$ cat src/rtl/minimicro_ctrl.sv
// Multicycle control sequencer for the miniMicro core: FETCH/LATCH/DECODE/EXEC/WAIT/WB.
// Optional single-step mode and retired-instruction counter under `MINIMICRO_STEP_EN.
module minimicro_ctrl #(
    parameter int unsigned OPCODE_WIDTH = 5,
    parameter int unsigned DEST_WIDTH   = 9,
    parameter int unsigned SRC1_WIDTH   = 9,
    parameter int unsigned SRC2_WIDTH   = 9,
    parameter int unsigned MAX_OPCODE   = 18,
    parameter int unsigned ALU_TIMEOUT  = 16
) (
    input  logic                    clk,
    input  logic                    rst,
    input  logic                    i_run,
    input  logic [31:0]             i_instruction,
    input  logic                    i_alu_done,
`ifdef MINIMICRO_STEP_EN
    input  logic                    i_step,
    output logic [31:0]             o_retired,
`endif
    output logic                    o_pc_inc,
    output logic                    o_ir_load,
    output logic                    o_reg_re,
    output logic [SRC1_WIDTH-1:0]   o_rs1_addr,
    output logic [SRC2_WIDTH-1:0]   o_rs2_addr,
    output logic [DEST_WIDTH-1:0]   o_rd_addr,
    output logic [OPCODE_WIDTH-1:0] o_alu_op,
    output logic                    o_alu_start,
    output logic                    o_reg_we,
    output logic                    o_flags_we,
    output logic                    o_trap,
    output logic                    o_busy
);

    localparam int unsigned RS1_LSB = SRC2_WIDTH;
    localparam int unsigned RD_LSB  = SRC1_WIDTH + SRC2_WIDTH;
    localparam int unsigned OP_LSB  = DEST_WIDTH + SRC1_WIDTH + SRC2_WIDTH;
    localparam int unsigned CNT_W   = $clog2(ALU_TIMEOUT + 1);
    localparam logic [OPCODE_WIDTH-1:0] OP_MAX   = OPCODE_WIDTH'(MAX_OPCODE);
    localparam logic [CNT_W-1:0]        CNT_LAST = CNT_W'(ALU_TIMEOUT - 1);

    typedef enum logic [2:0] {
        StIdle, StFetch, StLatch, StDecode, StExec, StWait, StWb, StTrap
    } state_e;

    state_e                  r_state;
    logic [31:0]             r_ir;
    logic [CNT_W-1:0]        r_cnt;
    logic                    r_pc_inc, r_ir_load, r_reg_re, r_alu_start;
    logic                    r_reg_we, r_flags_we, r_trap, r_busy;
    logic [OPCODE_WIDTH-1:0] w_opcode;
    logic                    w_is_alu, w_writes_reg, w_start, w_wb_fetch;

    assign w_opcode     = r_ir[OP_LSB +: OPCODE_WIDTH];
    assign w_is_alu     = (w_opcode != '0) && (w_opcode <= OP_MAX);
    // The top legal opcode (CMP) only updates flags.
    assign w_writes_reg = w_is_alu && (w_opcode != OP_MAX);

`ifdef MINIMICRO_STEP_EN
    logic        r_step_q;
    logic [31:0] r_retired;
    assign w_start    = i_run && i_step && !r_step_q;
    assign w_wb_fetch = 1'b0;
    assign o_retired  = r_retired;
`else
    assign w_start    = i_run;
    assign w_wb_fetch = i_run;
`endif

    always_ff @(posedge clk) begin
        if (rst) begin
            r_state     <= StIdle;
            r_ir        <= '0;
            r_cnt       <= '0;
            r_pc_inc    <= 1'b0;
            r_ir_load   <= 1'b0;
            r_reg_re    <= 1'b0;
            r_alu_start <= 1'b0;
            r_reg_we    <= 1'b0;
            r_flags_we  <= 1'b0;
            r_trap      <= 1'b0;
            r_busy      <= 1'b0;
`ifdef MINIMICRO_STEP_EN
            r_step_q    <= 1'b0;
            r_retired   <= '0;
`endif
        end else begin
            r_pc_inc    <= 1'b0;
            r_ir_load   <= 1'b0;
            r_reg_re    <= 1'b0;
            r_alu_start <= 1'b0;
            r_reg_we    <= 1'b0;
            r_flags_we  <= 1'b0;
`ifdef MINIMICRO_STEP_EN
            r_step_q    <= i_step;
`endif
            unique case (r_state)
                StIdle: begin
                    if (w_start) begin
                        r_state <= StFetch;
                        r_busy  <= 1'b1;
                    end
                end
                StFetch: begin
                    r_state   <= StLatch;
                    r_ir_load <= 1'b1;
                end
                StLatch: begin
                    r_ir     <= i_instruction;
                    r_state  <= StDecode;
                    r_reg_re <= 1'b1;
                end
                StDecode: begin
                    if (w_opcode == '0) begin
                        r_state  <= StWb;
                        r_pc_inc <= 1'b1;
                    end else if (w_is_alu) begin
                        r_state     <= StExec;
                        r_alu_start <= 1'b1;
                    end else begin
                        r_state <= StTrap;
                        r_trap  <= 1'b1;
                        r_busy  <= 1'b0;
                    end
                end
                StExec: begin
                    r_state <= StWait;
                    r_cnt   <= '0;
                end
                StWait: begin
                    if (i_alu_done) begin
                        r_state    <= StWb;
                        r_pc_inc   <= 1'b1;
                        r_reg_we   <= w_writes_reg;
                        r_flags_we <= w_is_alu;
                    end else if (r_cnt == CNT_LAST) begin
                        r_state <= StTrap;
                        r_trap  <= 1'b1;
                        r_busy  <= 1'b0;
                    end else begin
                        r_cnt <= r_cnt + CNT_W'(1);
                    end
                end
                StWb: begin
`ifdef MINIMICRO_STEP_EN
                    r_retired <= r_retired + 32'd1;
`endif
                    if (w_wb_fetch) begin
                        r_state <= StFetch;
                    end else begin
                        r_state <= StIdle;
                        r_busy  <= 1'b0;
                    end
                end
                StTrap: begin
                    r_state <= StTrap;
                end
                default: begin
                    r_state <= StIdle;
                end
            endcase
        end
    end

    assign o_pc_inc    = r_pc_inc;
    assign o_ir_load   = r_ir_load;
    assign o_reg_re    = r_reg_re;
    assign o_alu_start = r_alu_start;
    assign o_reg_we    = r_reg_we;
    assign o_flags_we  = r_flags_we;
    assign o_trap      = r_trap;
    assign o_busy      = r_busy;
    assign o_alu_op    = w_opcode;
    assign o_rd_addr   = r_ir[RD_LSB +: DEST_WIDTH];
    assign o_rs1_addr  = r_ir[RS1_LSB +: SRC1_WIDTH];
    assign o_rs2_addr  = r_ir[0 +: SRC2_WIDTH];

endmodule

$ cat config.mk
export PLATFORM = sky130hd
export DESIGN_NAME = minimicro_ctrl
export DESIGN_NICKNAME = d
export VERILOG_FILES = /design/src/rtl/minimicro_ctrl.sv
export SDC_FILE = /design/constraint.sdc
export NUM_CORES = 1
export LEC_CHECK = 0
export CORE_MARGIN = 3
export CORE_UTILIZATION = 46
export DETAILED_ROUTE_END_ITERATION = 8
export GPL_ROUTABILITY_DRIVEN = 0
export PLACE_DENSITY = 0.84
export SETUP_SLACK_MARGIN = 0.1
export SLEW_MARGIN = 15
export SYNTH_ARGS = -nofsm -noshare
export SYNTH_HDL_FRONTEND = slang
export SYNTH_SLANG_ARGS = --single-unit
$ cat constraint.sdc
create_clock -name clk -period 2.8 [get_ports clk]
set_input_delay 0.56 -clock clk [delete_from_list [all_inputs] [get_ports clk]]
set_output_delay 0.56 -clock clk [all_outputs]
set_load 0.1 [all_outputs]
# [After elaboration in Yosys (flattened, before gate mapping)]
# Index checks and enable logic that the tools add are counted.
# W data, S select, Z words.
[word_totals] register_bits=48 output_inout_bits=40 memories=0 ram_bits=0 mem_bits_ro=0 word_cells=75 input_bits=36 latch_bits=0
[classes] n_mul=0 n_eq_ne=17 n_addsub=1 n_mux=28 div=0 shifts=0 bitwise=3 order_cmp=1 n_reduce_logical=14
[op_table] op="$pmux W3 S8" count=1
[op_table] op="$mux W1" count=16
[op_table] op="$ne A2 B2 Y1 const B" count=7
[op_table] op="$eq A3 B3 Y1 const B" count=4
[op_table] op="$mux W5" count=2
[op_table] op="$pmux W5 S2" count=1
[op_table] op="$mux W3" count=3
[op_table] op="$reduce_and A7 Y1" count=1
[op_table] op="$eq A3 B2 Y1 const B" count=2
[op_table] op="$reduce_or A3 Y1" count=2
[op_table] op="$add A5 B1 Y5 const B" count=1
[op_table] op="$eq A5 B4 Y1 const B" count=1
[op_table] op="$le A5 B5 Y1 const B" count=1
[op_table] op="$logic_not A5 Y1" count=1
[op_table] op="$ne A5 B5 Y1 const B" count=1
[op_table] op="$reduce_and A5 Y1" count=1
[op_table] op="$reduce_bool A5 Y1" count=1
[op_table] op="$mux W2" count=2
[op_table] op="$pmux W1 S2" count=2
[op_table] op="$pmux W1 S4" count=1
[op_table] op="$reduce_bool A2 Y1" count=2
[op_table] op="$reduce_bool A4 Y1" count=1
[op_table] op="$eq A3 B1 Y1 const B" count=1
[op_table] op="$logic_not A3 Y1" count=1
[op_table] op="5 further kinds" count=8

# [Depth between registers and ports, before layout]
# Gate-level depths: netlist (run 1).
[depth] word_depth=5 depth_mapped=7 depth_no_buf=7

# [Worst setup path before layout (run 1)]
# OpenSTA, ideal clock, no wires.
[synth_timing] kind="register to register" from="reg r_ir[28]" to="reg r_state[1]" setup_ns=0.100 slack_ns=0.709 t_arrival_ns=1.992 path_stages_with_launch=5 period_less_slack_ns=2.091 path_cell_list="dfxtp_1 or3_4 or3_1 and3_4 a2111oi_4"
[synth_between] elab_chain_cells=5 word_cells_on_any_way=7 cone_classes="order compare: 1; mux: 3; reduce/logical: 3"
[synth_lines] element="start, declared" line_no="46" text="logic [31:0] r_ir;"
[synth_lines] element="start signal, assigned" line_no="108" text="r_ir <= i_instruction;"
[synth_lines] element="$le A5 B5 Y1 / $reduce_bool A5 Y1 (equally long branches)" line_no="54" text="assign w_is_alu = (w_opcode != '0) && (w_opcode <= OP_MAX);"
[synth_lines] element="$logic_and A1 B1 Y1" line_no="54"
[synth_lines] element="$mux W2" line_no="116" text="end else if (w_is_alu) begin"
[synth_lines] element="$mux W2 *" line_no="113" text="if (w_opcode == '0) begin"
[synth_lines] element="$pmux W3 S8 *" line_no="96" text="unique case (r_state)"
[synth_lines] element="end signal, assigned" line_no="99" text="r_state <= StFetch;"
[synth_lines] element="end signal, assigned" line_no="114" text="r_state <= StWb;"
[synth_lines] element="end signal, assigned" line_no="117" text="r_state <= StExec;"
[synth_lines] element="end, declared" line_no="45" text="state_e r_state;"
# Every way passes the cells marked *; elsewhere a longest branch is shown, timed or not.
# A chain may end at the register's enable or synchronous reset.

# [Final worst setup path (run 1)]
[layout_timing] from="reg r_cnt[0]" to="reg r_busy, in the netlist o_busy"
[layout_between] elab_chain_cells=3
[layout_lines] element="start, declared" line_no="47" text="logic [CNT_W-1:0] r_cnt;"
[layout_lines] element="start signal, assigned" line_no="140" text="r_cnt <= r_cnt + CNT_W'(1);"
[layout_lines] element="$eq A5 B4 Y1" line_no="135" text="end else if (r_cnt == CNT_LAST) begin"
[layout_lines] element="$ne A2 B2 Y1 (no line)"
[layout_lines] element="$reduce_and A7 Y1 (no line)"
[layout_lines] element="end signal, assigned" line_no="122" text="r_busy <= 1'b0;"
[layout_lines] element="end signal, assigned" line_no="138" text="r_busy <= 1'b0;"
[layout_lines] element="end signal, assigned" line_no="151" text="r_busy <= 1'b0;"
[layout_lines] element="end, declared" line_no="49" text="logic r_reg_we, r_flags_we, r_trap, r_busy;"
# No other way between the ends.

==> results of run 1 <==
==> through the flow <==
step / area, um^2 / hold slack, ns / power (W) / setup slack [ns] / instances
detailed placement: 2570 / 0.447 / 0.00134 / 0.560 / 341
global placement: 2570 / 0.441 / 0.00134 / 0.587 / 341
finish: 2660 / 0.455 / 0.00174 / 0.760 / 349
floorplan: 1890 / 0.472 / 0.00120 / 0.709 / 231
CTS: 2660 / 0.458 / 0.00176 / 0.752 / 349
global route: 2660 / 0.471 / 0.00182 / 0.567 / 349
==> power by group through the flow <==
stage | clock network, W | logic [W] | registers [W]
detailed placement | 0 | 0.000562 | 0.000781
finish | 0.000412 | 0.000558 | 0.000766
floorplan | 0 | 0.000150 | 0.00105
global route | 0.000457 | 0.000588 | 0.000774
global placement | 0 | 0.000559 | 0.000780
CTS | 0.000428 | 0.000562 | 0.000766
==> kinds of logic (layout without fill, tap and decap cells) <==
kind of cell               after synthesis  in the layout
buffers and inverters                   20             90
DFF                                     48             48
adders and majority gates                2              2
and+or+nand+nor                        105            105
muxes                                    2              2
AOI/OAI and AO/OA                       52             52
xor gates and xnor gates                 2              2
==> flip-flops by register name, indices dropped and copies added (netlist names), named ones only <==
name	count
r_ir	32
r_cnt	5
r_state	2
o_alu_start	1
o_busy	1
o_flags_we	1
o_ir_load	1
o_pc_inc	1
o_reg_re	1
o_reg_we	1
o_trap	1
==> cell type report <==
type	instances	area, um^2	area share, %
Timing Repair Buffer	79	681	25.6
Multi-Input combinational cell	163	855	32.2
Sequential cell	48	961	36.2
Tap cell	48	60.1	2.26
Clock buffer	8	90.1	3.39
Inverter	3	11.3	0.424
==> worst max path at each step <==
stage                 endpoint  slack, ns  cells after the start
finish                  o_busy       0.76                      7
detailed placement      o_busy       0.56                      5
floorplan           r_state[1]       0.71                      4
global route            o_busy       0.57                      7
global placement        o_busy       0.59                      5
CTS                     o_busy       0.75                      7
==> critical path: stages (launching register included) <==
cell	delay, ns
dfxtp_1	0.37
ha_1	0.17
and3_1	0.16
ha_1	0.18
nor4bb_1	0.34
nor3b_1	0.09
a311oi_1	0.28
mux2_1	0.34
==> per-layer routing <==
metal,vias up,track usage (%)
met5,-,0
met4,0,6.38
met3,7,5.32
met2,50,28.9
met1,761,20.3
li1,902,-
==> cell usage in the layout, fill, tap and decap left out <==
master and n:
mux2i_1 1, a32oi_1 1, xor2_1 2, nor2_2 1, clkbuf_8 6, nand2_1 70, nor4b_2 1, dfxtp_1 48
nor2b_1 3, a31oi_1 1, nand3_1 2, nor4bb_1 1, o21ai_0 3, inv_1 3, o21ba_2 1, mux2_1 1
a2111oi_0 1, and3_4 1, nor3_1 4, and3b_1 1, or3_1 1, or3_4 1, a311oi_1 1, a21oi_1 37
nor3b_1 1, a2111oi_4 1, nand3b_1 1, a211o_1 1, buf_4 44, nand2b_1 4, o21bai_1 1, clkbuf_1 2
o21a_1 1, a211oi_1 1, clkdlybuf4s50_1 35, a22oi_1 2, nor2_1 11, ha_1 2, and3_1 2
==> results by group, run 1 <==
Yosys
  • Post-synth ARST share: 0%
  • Adder-cell share of the synthesized area: 1.33%
  • Count of flip-flops with a built-in enable after synthesis: 0
  • Top cells by instance count after synthesis: 70 x nand2_1, 48 x dfxtp_1, 37 x a21oi_1, 17 x clkbuf_1, 12 x nor2_1
  • Average size of a mapped cell: 8.17 um^2
  • Combinational family with the most area after synthesis: simple AND/OR/NAND/NOR gates
  • Most frequently used flop master after synthesis: dfxtp_1
  • Nets in the synthesized netlist: 269
  • Register area share after synthesis: 50.9%
  • Most frequently used cell type in the post-synthesis netlist: nand2_1
  • Mux cell area share after synthesis: 1.13%
  • Gate count of the mapped netlist: 231
  • Synth Area in Compound Gates: 16.8%
  • Count of unique library cells instantiated by Yosys: 35
  • Netlist Area Pre-Place: 0.00189 mm^2
  • Fraction of post-synthesis cell area in the top cell type by area: 50.9%
  • Xor and xnor fraction of the mapped netlist area: 0.928%
  • Synth warnings: 0
  • Synth top area cells: dfxtp_1 51%, nand2_1 14%, a21oi_1 9.8%
  • Number of register bits inferred by synthesis: 48
  • Basic-gate share of the synthesized area counting and, or, nand and nor cells: 25.0%
  • Synth area leader: dfxtp_1

Route
  • Met3 layer wire length in the routed design: 293 um
  • Final WL: 4130 um
  • Count of TritonRoute iterations in the first routing pass: 2
  • Routed metal-1 wire length: 1870 um
  • Residual DRC count: 0
  • Routed met2 length: 1910 um
  • Highest routed layer: met4
  • Number of design-rule violations left by the first detailed-router iteration: 102
  • Routed Antenna Nets: 0
  • Overall via count from detail_route: 1,720
  • Final routed wire length divided by cell count: 11.8 um
  • Vias per cell: 4.93

Clocking
  • Number of buffers created by CTS: 5
  • Post-CTS Hold Buffers: 0
  • Count of instances resized after the clock tree is built: 0
  • Sinks on Clock Net: 48
  • H-tree Lvls: 2
  • Clock latency on the worst-skew pair: 0.29 ns
  • Clock tree from TritonCTS: yes
  • Postcts setup bufs: 0
  • Clock transition at the registers of the reported paths: 0.08 ns
  • Maximum number of buffers from clock root to sink: 2
  • Clk root buf: clkbuf_8

Critical path
  • Startpoint of the most critical register-to-register path: r_cnt[0]
  • CP endpoint kind: register
  • Worst setup path start: r_cnt[0]
  • Worst-case reg-to-reg path depth: 7
  • Max FO, Critical Path: 3
  • Startpoint types: register
  • Worst setup slack for register-to-register paths: 0.76 ns
  • Kind of critical path: reg2reg
  • Data arrival time at the worst-slack endpoint: 2.22 ns
  • Required @ worst endpoint: 2.98 ns
  • Endpoint of the lowest-slack register-to-register path: o_busy

Timing
  • Setup TNS Final: 0 ns
  • Transition time at the pin with the least slew margin: 0.615 ns
  • RSZ-0062 raised after global routing: no
  • Final critical path time including I/O delays and setup: 2.04 ns
  • Number of setup violations in the final report: 0
  • Slew margin rel.: 58.9%
  • Number of hold violations in the final report: 0
  • Final count of pins violating max slew: 0
  • Worst clock skew: 0.00431 ns
  • F_max: 490 MHz
  • Part of the cycle the worst path needs: 72.8%

GRT
  • First-pass GRT wire length: 6930 um
  • Number of global-route vias before repair: 1,579
  • Total routing resource utilization after global routing: 17.1%
  • Maximum number of pins on one net before global-route repair: 38
  • Total congestion overflow: 0
  • Number of antenna violations at the first check in global routing: 0

Worst hold path
  • Launch point of the worst hold path: r_ir[15]
  • Worst hold path stage count: 2
  • Worst Hold Class: reg2reg
  • Hold worst-path end: r_ir[15]

Layout
  • Filler cell count in the final layout: 335
  • Layout-stage area growth over the synthesis result: 40.8%
  • Final standard cell utilization of the core: 70.0%
  • Antenna cell count: 0
  • Layout Nets: 338
  • Layout cells sized above 1: 18.6%

Power
  • Gate power share: 32.1%
  • Fraction of power consumed by sequential logic: 44.1%
  • Switching share of power: 37.6%
  • Net switching component of the power: 0.000653 W
  • Pwr per Cell Area: 653 mW/mm^2
  • Leakage dissipation: 1.07 nW
  • IR drop worst, VDD: 0.401 mV
  • Part of the total power dissipated in the clock network: 23.7%
  • Int Power: 0.00108 W

Floorplan
  • Placeable core region: 0.00380 mm^2
  • Ports placed on the boundary: 76
  • Die Y: 70.1 um
  • Area enclosed by the die boundary: 0.00491 mm^2
  • Die span in x: 70.1 um
  • Number of placement rows: 22
  • Initial core utilization: 49.7%

Flow run
  • Max-cap violations: 0

Place
  • Half-perimeter wire length after detailed placement: 2870 um
  • Count of buffers inserted at the top-level ports: 75

Outcome
  • Outcome: completed
Power figures use the tool's default switching activity.
==> run 2: changes to the inputs <==
Settings changed: CORE_UTILIZATION 46 to 38, PLACE_DENSITY 0.84 to 0.75.
Clock period 2.8 ns to 1.7 ns, I/O delays scaled along.
==> run 2 against run 1 <==
  * The run now ends with setup timing left
  * Non-clock buffer count increased by 12
  * Count of clock-buffer cells in the layout decreased by 2
  * Register-to-register slack got worse by 0.87 ns
  * Wire length increased by 21%
  * Final area increased by 29%
  * Critical path depth unchanged
  * Flip-flop and latch count unchanged
  * Via count increased by 9.0%
  * Critical endpoint unchanged
  * Largest power group unchanged
==> results by group, run 2 (synthesized netlist as in run 1, its figures left out) <==
GRT
  • Maximum number of pins on one net before global-route repair: 33 (-13%)
  • Number of antenna violations at the first check in global routing: 0 (unchanged)
  • Total routing resource utilization after global routing: 17.7% (+0.60 points)
  • Number of global-route vias before repair: 1,821 (+15%)
  • First-pass GRT wire length: 8370 um (+21%)
  • Total congestion overflow: 0 (unchanged)

Floorplan
  • Placeable core region: 0.00475 mm^2 (+25%)
  • Area enclosed by the die boundary: 0.00585 mm^2 (+19%)
  • Ports placed on the boundary: 76 (unchanged)
  • Die span in x: 76.5 um (+9.2%)
  • Initial core utilization: 39.7% (-10 points)
  • Number of placement rows: 25 (+14%)
  • Die Y: 76.5 um (+9.2%)

Route
  • Residual DRC count: 0 (unchanged)
  • Count of TritonRoute iterations in the first routing pass: 4 (+2)
  • Number of design-rule violations left by the first detailed-router iteration: 58 (-43%)
  • Routed Antenna Nets: 0 (unchanged)
  • Vias per cell: 4.93 (about the same)
  • Final routed wire length divided by cell count: 13.2 um (+11%)
  • Final WL: 5010 um (+21%)
  • Overall via count from detail_route: 1,874 (+9.0%)

Layout
  • Max reg flops: 32 (unchanged)
  • Registers with the highest flip-flop counts: r_ir: 32 flops, r_cnt: 5 flops, r_state: 2 flops
  • Commonest cells after routing, fill and taps aside: 69 x nand2_1, 42 x buf_12, 38 x dfxtp_1
  • Most common cell after layout, fill and taps aside: nand2_1
  • Layout cells sized above 1: 29.7% (+11 points)
  • Filler cell count in the final layout: 373 (+11%)
  • Final standard cell utilization of the core: 72.3% (+2.4 points)
  • Fin area: 0.00344 mm^2 (+29%)
  • Reg with most FFs: r_ir
  • Layout Nets: 350 (+3.6%)
  • Layout-stage area growth over the synthesis result: 82.1%
  • Antenna cell count: 0 (unchanged)

Power
  • Part of the total power dissipated in the clock network: 26.0% (+2.3 points)
  • Leakage dissipation: 1.28 nW (+20%)
  • Gate power share: 35.0% (+2.9 points)
  • IR drop worst, VDD: 0.524 mV (+31%)
  • Pwr per Cell Area: 964 mW/mm^2 (+47%)
  • Fraction of power consumed by sequential logic: 39.0% (-5.1 points)
  • Switching share of power: 35.4% (-2.2 points)
  • Net switching component of the power: 0.00117 W (+80%)
  • Int Power: 0.00214 W (+97%)

Timing
  • Post-route setup slack: -0.110 ns (-0.870 ns)
  • Setup TNS Final: -0.110 ns (-0.110 ns)
  • Slew margin rel.: 75.8% (+17 points)
  • RSZ-0062 raised after global routing: yes
  • Transition time at the pin with the least slew margin: 0.363 ns (-0.252 ns)
  • Final critical path time including I/O delays and setup: 1.81 ns (-0.230 ns)
  • Part of the cycle the worst path needs: 106% (+34 points)
  • Worst clock skew: 0.00904 ns (+0.00474 ns)
  • F_max: 553 MHz (+13%)
  • Number of setup violations in the final report: 1 (+1)
  • Final count of pins violating max slew: 0 (unchanged)
  • Number of hold violations in the final report: 0 (unchanged)

Critical path
  • Startpoint types: register
  • CP endpoint kind: register
  • Kind of critical path: reg2reg
  • Worst setup path start: r_cnt[0]
  • Data arrival time at the worst-slack endpoint: 2.00 ns (-0.22 ns)
  • Max FO, Critical Path: 2 (-1)
  • Startpoint of the most critical register-to-register path: r_cnt[0]
  • Required @ worst endpoint: 1.89 ns (-1.09 ns)

Outcome
  • Violations in the final reports: setup timing
  • Outcome: complete, but fails checks

Clocking
  • Post-CTS Hold Buffers: 0 (unchanged)
  • Clk root buf: clkbuf_8
  • Number of buffers created by CTS: 5 (unchanged)
  • Maximum number of buffers from clock root to sink: 2 (unchanged)
  • H-tree Lvls: 2 (unchanged)
  • Clock transition at the registers of the reported paths: 0.08 ns (about the same)
  • Sinks on Clock Net: 48 (unchanged)
  • Clock tree from TritonCTS: yes
  • Clock latency on the worst-skew pair: 0.30 ns (about the same)

Flow run
  • Max-cap violations: 0 (unchanged)

Worst hold path
  • Worst Hold Class: in2reg
  • Launch point of the worst hold path: rst

Place
  • Area after DPL: 0.00326 mm^2 (+27%)
  • Count of buffers inserted at the top-level ports: 75 (unchanged)
  • Setup slack at placement: -0.193 ns (-0.753 ns)
  • Half-perimeter wire length after detailed placement: 3700 um (+29%)
## run 2: changes by cell type in the layout (fill, tap and decap cells not counted), sizes merged
cell / previous run / this run
clkbuf: 8 / 6
clkdlybuf4s50: 35 / 34
clkinv: 0 / 1
buf: 44 / 57
bufinv: 0 / 1
## run 2: what timing repair did
action / CTS / global route
hold endpoints to repair: 0 / 0
resized for setup: 1 / 13
buffers inserted: 0 / 1
setup endpoints to repair: 2 / 40
pin swaps: 1 / 6
## run 2: layout make-up
class | count | area, um^2 | area share (%)
Timing Repair Buffer | 91 | 1290 | 37.7
Sequential cell | 48 | 983 | 28.6
Multi-Input combinational cell | 163 | 943 | 27.4
Tap cell | 67 | 83.8 | 2.44
Clock buffer | 6 | 82.6 | 2.40
Clock inverter | 2 | 38.8 | 1.13
Inverter | 3 | 11.3 | 0.328
## run 2: layer usage
layer	vias to the layer above	track usage, %	wire length (um)
met5	-	0	0
met4	0	5.98	87
met3	11	6.74	334
met2	53	31.1	2580
met1	883	19.5	2000
li1	927	-	-
## run 2: critical path, cell delays in order, from the launching register on
cell and delay [ns]:
dfxtp_2 0.36, ha_4 0.13, and3_4 0.19, ha_4 0.13, nor4bb_4 0.23, nor3b_2 0.08, a311oi_2 0.25, mux2_1 0.34
## run 2: power groups by stage
stage | Clock [W] | Combinational [W] | Sequential [W]
global route | 0.000928 | 0.00122 | 0.00131
CTS | 0.000897 | 0.00115 | 0.00129
floorplan | 0 | 0.000247 | 0.00173
detailed placement | 0 | 0.00114 | 0.00132
global placement | 0 | 0.00113 | 0.00131
finish | 0.000862 | 0.00116 | 0.00129
## run 2: worst paths after layout
check / endpoint / slack [ns] / cells past startpoint
hold / removal: register / 0.30 / 2
setup / recovery: o_busy / -0.11 / 7
setup reg to reg: o_busy / -0.11 / 7
hold reg to reg: r_ir[15] / 0.49 / 2
## run 2: metrics by stage
step,power (W),cells,hold slack (ns)
6_report,0.00331,380,0.297
5_1_grt,0.00345,380,0.290
4_1_cts,0.00334,379,0.289
3_5_place_dp,0.00246,371,0.483
3_3_place_gp,0.00244,371,0.478
2_1_floorplan,0.00197,231,0.466
==> run 3: changes to the inputs <==
Settings changed: CORE_UTILIZATION 38 to 46, PLACE_DENSITY 0.75 to 0.84.
Clock period 1.7 ns to 2.1 ns, I/O delays scaled along.
==> run 3 against run 2 <==
  * The run now ends clean
  * Cell count down 6.6%
  * Clock skew down 0.0029 ns
  * Register-to-register slack better by 0.33 ns
  * Count of clock-buffer cells in the layout up 2
  * Clock power down 36%
  * Worst setup slack better by 0.33 ns
==> results by group, run 3 (synthesized netlist as in run 1, its figures left out) <==
Layout
  • Layout-stage area growth over the synthesis result: 44.5%
  • Most common cell after layout, fill and taps aside: nand2_1
  • Commonest cells after routing, fill and taps aside: 70 x nand2_1, 50 x buf_4, 41 x dfxtp_1
  • Registers with the highest flip-flop counts: r_ir: 32 flops, r_cnt: 5 flops, r_state: 2 flops
  • Layout cells sized above 1: 23.1% (-6.6 points)
  • Fin area: 0.00273 mm^2 (-21%)
  • Antenna cell count: 0 (unchanged)
  • Layout Nets: 344 (-1.7%)
  • Max reg flops: 32 (unchanged)
  • Reg with most FFs: r_ir
  • Filler cell count in the final layout: 315 (-16%)

Timing
  • Part of the cycle the worst path needs: 89.6% (-17 points)
  • Worst clock skew: 0.00613 ns (-0.00292 ns)
  • Setup TNS Final: 0 ns (+0.110 ns)
  • Transition time at the pin with the least slew margin: 0.618 ns (+0.255 ns)
  • Post-route setup slack: 0.219 ns (+0.328 ns)
  • Final-layout worst hold slack: 0.455 ns (+0.158 ns)
  • Number of hold violations in the final report: 0 (unchanged)
  • RSZ-0062 raised after global routing: no
  • Final count of pins violating max slew: 0 (unchanged)
  • F_max: 532 MHz (-3.8%)
  • Number of setup violations in the final report: 0 (-1)
  • Slew margin rel.: 58.7% (-17 points)
  • Final critical path time including I/O delays and setup: 1.88 ns (+0.0716 ns)

Power
  • IR drop worst, VDD: 0.587 mV (+12%)
  • Net switching component of the power: 0.000882 W (-25%)
  • Fraction of power consumed by sequential logic: 43.8% (+4.8 points)
  • Int Power: 0.00146 W (-32%)
  • Gate power share: 32.5% (-2.5 points)
  • Pwr per Cell Area: 857 mW/mm^2 (-11%)
  • Leakage dissipation: 1.10 nW (-14%)
  • Switching share of power: 37.7% (+2.3 points)
  • Part of the total power dissipated in the clock network: 23.8% (-2.2 points)

Critical path
  • Max FO, Critical Path: 3 (+1)
  • Worst setup slack for register-to-register paths: 0.22 ns (+0.33 ns)
  • CP max-delay cell: dfxtp_2
  • Startpoint types: register
  • Kind of critical path: reg2reg
  • CP endpoint kind: register
  • Endpoint of the lowest-slack register-to-register path: o_busy
  • Required @ worst endpoint: 2.29 ns (+0.40 ns)
  • Cell class contributing the biggest share of worst-path delay: simple AND/OR/NAND/NOR gates
  • Max incr delay on CP: 0.35 ns (about the same)
  • Cell Chain, Critical Path: ha_1, and3_1, ha_2, nor4bb_4, nor3b_1, a311oi_1, mux2_1
  • Worst-case reg-to-reg path depth: 7 (unchanged)
  • Startpoint of the most critical register-to-register path: r_cnt[0]
  • Data arrival time at the worst-slack endpoint: 2.07 ns (+0.07 ns)
  • Worst path bufs/invs: 0 (unchanged)

Worst hold path
  • Worst Hold Class: reg2reg
  • Launch point of the worst hold path: r_ir[18]
  • Worst hold path stage count: 2 (unchanged)
  • Hold worst-path end: r_ir[18]

GRT
  • Total congestion overflow: 0 (unchanged)
  • Total routing resource utilization after global routing: 17.8% (+0.13 points)
  • Maximum number of pins on one net before global-route repair: 32 (-3.0%)
  • First-pass GRT wire length: 7110 um (-15%)
  • Number of antenna violations at the first check in global routing: 0 (unchanged)
  • Number of global-route vias before repair: 1,670 (-8.3%)

Route
  • Residual DRC count: 0 (unchanged)
  • Final WL: 4380 um (-13%)
  • Routed Antenna Nets: 0 (unchanged)
  • Routed metal-1 wire length: 1860 um (-7.4%)
  • Vias per cell: 4.97 (+0.82%)
  • Met3 layer wire length in the routed design: 393 um (+18%)
  • Highest routed layer: met4
  • Overall via count from detail_route: 1,765 (-5.8%)
  • Count of TritonRoute iterations in the first routing pass: 4 (unchanged)
  • Final routed wire length divided by cell count: 12.3 um (-6.4%)
  • Routed met2 length: 2090 um (-19%)
  • Number of design-rule violations left by the first detailed-router iteration: 114 (+97%)

Clocking
  • Post-CTS Hold Buffers: 0 (unchanged)
  • Clock tree from TritonCTS: yes
  • H-tree Lvls: 2 (unchanged)
  • Number of buffers created by CTS: 5 (unchanged)
  • Clock latency on the worst-skew pair: 0.29 ns (about the same)
  • Clock transition at the registers of the reported paths: 0.08 ns (about the same)
  • Sinks on Clock Net: 48 (unchanged)
  • Clk root buf: clkbuf_8
  • Maximum number of buffers from clock root to sink: 2 (unchanged)

Place
  • Area after DPL: 0.00261 mm^2 (-20%)
  • Half-perimeter wire length after detailed placement: 3100 um (-16%)
  • Count of buffers inserted at the top-level ports: 75 (unchanged)
  • Setup slack at placement: 0.0190 ns (+0.212 ns)

Floorplan
  • Die span in x: 70.1 um (-8.4%)
  • Placeable core region: 0.00380 mm^2 (-20%)
  • Area enclosed by the die boundary: 0.00491 mm^2 (-16%)
  • Die Y: 70.1 um (-8.4%)
  • Number of placement rows: 22 (-12%)
  • Ports placed on the boundary: 76 (unchanged)
  • Initial core utilization: 49.7% (+10 points)

Outcome
  • Outcome: completed

Flow run
  • Max-cap violations: 0 (unchanged)
## run 3: changes by cell type in the layout (fill, tap and decap cells not counted), sizes merged
cell,before,now
buf,57,50
bufinv,1,0
clkbuf,6,8
clkdlybuf4s50,34,35
clkinv,1,0
## run 3: power by group through the flow
stage	sequential, W	combinational, W	clock, W
floorplan	0.00140	0.000199	0
global placement	0.00104	0.000756	0
detailed placement	0.00104	0.000760	0
CTS	0.00102	0.000763	0.000570
global route	0.00103	0.000799	0.000612
finish	0.00102	0.000759	0.000555
## run 3: stage by stage
| stage | utilization [%] | total power [W] | cells |
|---|---|---|---|
| 2_1_floorplan | - | 0.00160 | 231 |
| 3_3_place_gp | 68.7 | 0.00180 | 346 |
| 3_5_place_dp | 68.7 | 0.00180 | 346 |
| 4_1_cts | 71.5 | 0.00236 | 354 |
| 5_1_grt | 71.8 | 0.00245 | 355 |
| 6_report | 71.8 | 0.00234 | 355 |
## run 3: area by class of cell
cell class	instances	area [um^2]	share of cell area, %
Sequential cell	48	970	35.5
Multi-Input combinational cell	163	872	32.0
Timing Repair Buffer	85	726	26.6
Clock buffer	8	90.1	3.30
Tap cell	48	60.1	2.20
Inverter	3	11.3	0.413
## run 3: per-layer routing
metal / up-vias / global-route usage (%)
met1: 790 / 19.9
met3: 4 / 8.49
met4: 0 / 5.11
li1: 916 / -
met5: - / 0
met2: 55 / 30.2
## run 3: how the worst max path moves through the flow
| stage | end | cells past startpoint | start |
|---|---|---|---|
| final | o_busy | 7 | r_cnt[0] |
| after global routing | o_busy | 7 | r_cnt[0] |
| after CTS | o_busy | 7 | r_cnt[0] |
| after floorplan | o_busy | 7 | r_cnt[0] |
| after global placement | o_busy | 5 | i_alu_done |
| after detailed placement | o_busy | 7 | r_cnt[0] |
## run 3: repair_timing
item	in CTS	in global routing
pin swaps	1	3
setup buffers	0	1
gates resized for setup	2	3
setup endpoints to repair	1	1
## run 3: tightest hold or removal path: stages, from the launching register on
cell and delay (ns):
dfxtp_1 0.31, nand2_1 0.05, a21oi_1 0.05
==> RTL change 1, RTL diff (flow settings as in run 1) <==
Build with the macro `MINIMICRO_STEP_EN` defined.
--- a/src/rtl/minimicro_ctrl.sv
+++ b/src/rtl/minimicro_ctrl.sv
@@ -1,5 +1,7 @@
 // Multicycle control sequencer for the miniMicro core: FETCH/LATCH/DECODE/EXEC/WAIT/WB.
 // Optional single-step mode and retired-instruction counter under `MINIMICRO_STEP_EN.
+`define MINIMICRO_STEP_EN
+
 module minimicro_ctrl #(
     parameter int unsigned OPCODE_WIDTH = 5,
     parameter int unsigned DEST_WIDTH   = 9,
Interface: changed (added i_step and o_retired); port bits go from 76 to 109. The function was not compared with the original's and may differ.
==> RTL change 1 against run 1 <==
  * Synthesized area grew 75%
  * Synthesized cell count rose by 71%
  * Routed wire length rose by 92%
  * Sequential share of layout area up 0.094 points
  * Power increased by 46%
  * Sequential cell count rose by 33
  * First-iteration DRC count up 55%
  * Setup slack worse by 0.12 ns
  * Design area rose by 68%
  * Non-clock buffer count rose by 32
==> RTL change 1: results (changes against run 1) <==
Global routing
  – Largest net degree at the start of global routing: 75 (+97%)
  – Initial antenna violation count: 0 (unchanged)
  – Global-route wire length before repair: 13.31 mm (+92%)
  – Gr usage total: 0.1931 (+0.02201)
  – Number of global-route vias before repair: 2883 (+83%)

Logic synthesis
  – Area contributors post-synth: dfxtp_1 49%, nand2_1 9.5%, a21oi_1 6.5%
  – Post-synth top flop: dfxtp_1
  – Synth async-reset ratio: 0 (unchanged)
  – Yosys cell types: 40 (+14%)
  – Syn_nets: 436 (+62%)
  – Synth warn: 0 (unchanged)
  – Most frequent cells after synthesis: 84 x nand2_1, 81 x dfxtp_1, 43 x a21oi_1
  – Seq/Total Area, Yosys: 0.4905 (-0.01841)

Routing
  – Final wirelength: 7.952 mm (+92%)
  – Via/cell ratio: 5.147 (+4.4%)
  – Initial DRC Count: 158 (+55%)
  – TritonRoute pass-1 iters: 4 (+2)

Placement
  – Placed Area: 0.004263 mm^2 (+66%)
  – # port buffers: 108 (+44%)
  – Hpwl dp: 5.639 mm (+96%)

Hold path
  – Worst Hold Class: reg2reg

STA
  – Max Clock Skew: 0.01097 ns (+0.006658 ns)
  – Slew HR: 0.4883 (-0.1008)

Clock tree
  – Hold buffer count at cts: 0 (unchanged)
  – Number of buffers created by CTS: 9 (+4)
  – Clk buf depth: 2 (unchanged)
  – Clock transition at path regs: 0.08 ns (about the same)
  – Post-CTS Resized: 0 (unchanged)
  – H-tree depth: 3 (+1)
  – Clock Latency Late Sink: 0.35 ns (+0.06 ns)
  – Root buffer selected by CTS: clkbuf_8
  – Setup bufs post-CTS: 0 (unchanged)

Power
  – Pleak: 1.727 nW (+62%)
  – Psw: 0.7427 mW (+14%)
  – Peak VDD IR: 0.0003041 V (-24%)

Outcome
  – Outcome: finished, final reports clean

Critical path
  – Slowest CP cell: or4_4
  – Worst endpoint data arrival time: 2.37 ns (+0.15 ns)
  – Crit-path max FO: 14 (+11)
  – CP top delay family: simple AND/OR/NAND/NOR gates
  – Critical path's largest stage delay: 0.67 ns (+0.30 ns)

Layout
  – Final #Nets: 538 (+59%)
  – Layout cells sized above 1: 0.1968 (+0.01077)
  – Fillers: 588 (+76%)
  – Diodes inserted: 0 (unchanged)
==> RTL change 1: cells by family (layout without fill, tap and decap cells) <==
group / count (synthesis) / count (layout) / share of synthesized area
flops: 81 / 81 / 0.4905
compound gates: 62 / 62 / 0.1037
buf+inv: 29 / 136 / 0.03558
mux: 1 / 1 / 0.003028
fa+ha+maj: 3 / 3 / 0.01136
xor+xnor: 28 / 28 / 0.07418
simple gates: 192 / 192 / 0.2816
==> RTL change 1: metrics by stage <==
stage / util / worst slack, ns / power (mW) / instances
2_1_floorplan: - / 0.2621 / 1.534 / 396
4_1_cts: 0.6512 / 0.6057 / 2.563 / 599
6_report: 0.6512 / 0.6383 / 2.540 / 599
3_3_place_gp: 0.6206 / 0.7239 / 1.652 / 583
5_1_grt: 0.6512 / 0.4457 / 2.629 / 599
3_5_place_dp: 0.6206 / 0.6125 / 1.657 / 583
==> RTL change 1: per-layer routing <==
| layer | global-route usage | wire [um] | vias up |
|---|---|---|---|
| li1 | - | - | 1537 |
| met1 | 0.2360 | 3403 | 1435 |
| met2 | 0.3237 | 3892 | 104 |
| met3 | 0.05333 | 592 | 7 |
| met4 | 0.07286 | 64 | 0 |
| met5 | 0 | 0 | - |
==> RTL change 1: layout make-up <==
cell class	instances	share of cell area
clock buffer	10	0.02853
multi-input combinational	286	0.3508
clock inverter	6	0.01846
tap	96	0.02685
sequential	81	0.3625
timing repair buffer	111	0.2053
inverter	9	0.007552
==> RTL change 1: power by group through the flow <==
stage / sequential (mW) / clock, mW / combinational [mW]
after floorplan: 1.43 / 0 / 0.0997
after global placement: 1.24 / 0 / 0.417
after detailed placement: 1.24 / 0 / 0.420
after CTS: 1.21 / 0.932 / 0.420
after global routing: 1.22 / 0.972 / 0.441
final: 1.21 / 0.911 / 0.419
==> RTL change 1: path summary, 6_finish.rpt <==
check / endpoint / startpoint / depth (start not counted) / slack, ns
worst max-delay path: o_retired[25]$_SDFFE_PP0P_ / r_state[1]$_SDFFE_PP0P_ / 5 / 0.64
worst min-delay path: r_ir[14]$_SDFFE_PP0P_ / r_ir[14]$_SDFFE_PP0P_ / 2 / 0.46
worst max register to register: o_retired[25]$_SDFFE_PP0P_ / r_state[1]$_SDFFE_PP0P_ / 5 / 0.64
worst min register to register: r_ir[14]$_SDFFE_PP0P_ / r_ir[14]$_SDFFE_PP0P_ / 2 / 0.46
==> RTL change 1: worst register-to-register path: stages (launching register included) <==
cell      delay, ns
dfxtp_1        0.56
nand4b_2       0.21
or4_4          0.67
nor4_1         0.37
xnor2_1        0.17
nor2_1         0.05
==> RTL change 2, RTL diff (flow settings as in run 1) <==
Made on the original files. Encoding of `state_e`: now one-hot (8 bits for 8 states).
--- a/src/rtl/minimicro_ctrl.sv
+++ b/src/rtl/minimicro_ctrl.sv
@@ -38,8 +38,8 @@
     localparam logic [OPCODE_WIDTH-1:0] OP_MAX   = OPCODE_WIDTH'(MAX_OPCODE);
     localparam logic [CNT_W-1:0]        CNT_LAST = CNT_W'(ALU_TIMEOUT - 1);
 
-    typedef enum logic [2:0] {
-        StIdle, StFetch, StLatch, StDecode, StExec, StWait, StWb, StTrap
+    typedef enum logic [7:0] {
+        StIdle = 8'b00000001, StFetch = 8'b00000010, StLatch = 8'b00000100, StDecode = 8'b00001000, StExec = 8'b00010000, StWait = 8'b00100000, StWb = 8'b01000000, StTrap = 8'b10000000
     } state_e;
 
     state_e                  r_state;
Behaviour: same outputs for any inputs over 10 cycles, from zero or initial values and one cycle with rst high; not proved beyond that.
==> RTL change 2 against run 1 <==
  * Synthesized area grew 8.5%
  * Core utilization shrank 1.6 points
  * Setup slack lost 0.46 ns
  * Via count grew 10%
  * Critical path type unchanged
  * Design area grew 6.6%
  * Sequential cell count grew 5
  * Non-clock buffer count is the same
  * Routed wire length grew 20%
  * Worst hold slack lost 0.0065 ns
Power is not compared: it rests on default switching activity, and its combinational part moved more than twofold at a synthesized area within 25%.
==> RTL change 2: results (changes against run 1) <==
Layout
  – Final-layout clock-cell area share: 0.02958 (-0.004318)
  – Fillers: 354 (+5.7%)
  – Final #Nets: 351 (+3.8%)
  – Multi-input combinational area share: 0.3267 (+0.005147)
  – Sequential cell area share: 0.3744 (+0.01281)
  – Area grow syn2layout: 38.36%
  – Non-clk buf share: 0.2446 (-0.01153)
  – Largest regs: r_ir: 32 flops, r_state: 8 flops, r_cnt: 5 flops
  – #MultiIn Comb: 172 (+5.5%)
  – Clkbuf count: 7 (-1)

Critical path
  – Crit-path max FO: 4 (+1)
  – Worst endpoint data arrival time: 2.73 ns (+0.51 ns)
  – Critical path's largest stage delay: 0.56 ns (+0.19 ns)

Routing
  – TritonRoute pass-1 iters: 4 (+2)
  – Via/cell ratio: 5.209 (+5.7%)
  – Initial DRC Count: 83 (-19%)
  – Final wirelength: 4.962 mm (+20%)
  – WL/cell: 13.63 um (+15%)
  – Met3 WL: 285 um (-2.7%)
  – DRT met1 WL: 2.131 mm (+14%)

Outcome
  – Outcome: finished, final reports clean

Logic synthesis
  – Synth Area in Adders: 0.01222 (-0.001036)
  – XOR/XNOR Fraction of Synth Area: 0.008552 (-0.0007254)
  – Yosys reg bits: 53 (+10%)
  – Syn_nets: 278 (+3.3%)
  – Area contributors post-synth: dfxtp_1 52%, nand2_1 13%, a21oi_1 9.3%
  – Most frequent cells after synthesis: 70 x nand2_1, 53 x dfxtp_1, 38 x a21oi_1
  – Share of synthesized area spent on multiplexers: 0 (-0.01127)

Global routing
  – Grt met2 use: 0.2936 (+0.005025)
  – Global-route wire length before repair: 7.659 mm (+10%)
  – GR Layer Usage met1: 0.2315 (+0.02884)
  – Gr usage total: 0.1840 (+0.01293)
  – M3 GR Usage: 0.05785 (+0.004614)
  – Number of global-route vias before repair: 1676 (+6.1%)

Placement
  – Place WS: 0.1758 ns (-0.3838 ns)

Die
  – Row Count: 23 (+4.5%)
## RTL change 2: worst max-delay path, delay by kind of cell (launching register included)
family | cells | cell delay [ns]
simple gates | 4 | 1.04
flops | 1 | 0.34
compound gates | 1 | 0.47
fa+ha+maj | 2 | 0.40
xor+xnor | 1 | 0.17
## RTL change 2: final timing paths
| kind | slack (ns) | to | cells after the start | startpoint |
|---|---|---|---|---|
| worst min register to register | 0.45 | o_trap$_SDFFE_PP0P_ | 2 | o_trap$_SDFFE_PP0P_ |
| worst min-delay path | 0.45 | o_trap$_SDFFE_PP0P_ | 2 | o_trap$_SDFFE_PP0P_ |
| worst max-delay path | 0.30 | r_cnt[3]$_SDFFE_PP0P_ | 8 | r_cnt[0]$_SDFFE_PP0P_ |
| worst max register to register | 0.30 | r_cnt[3]$_SDFFE_PP0P_ | 8 | r_cnt[0]$_SDFFE_PP0P_ |
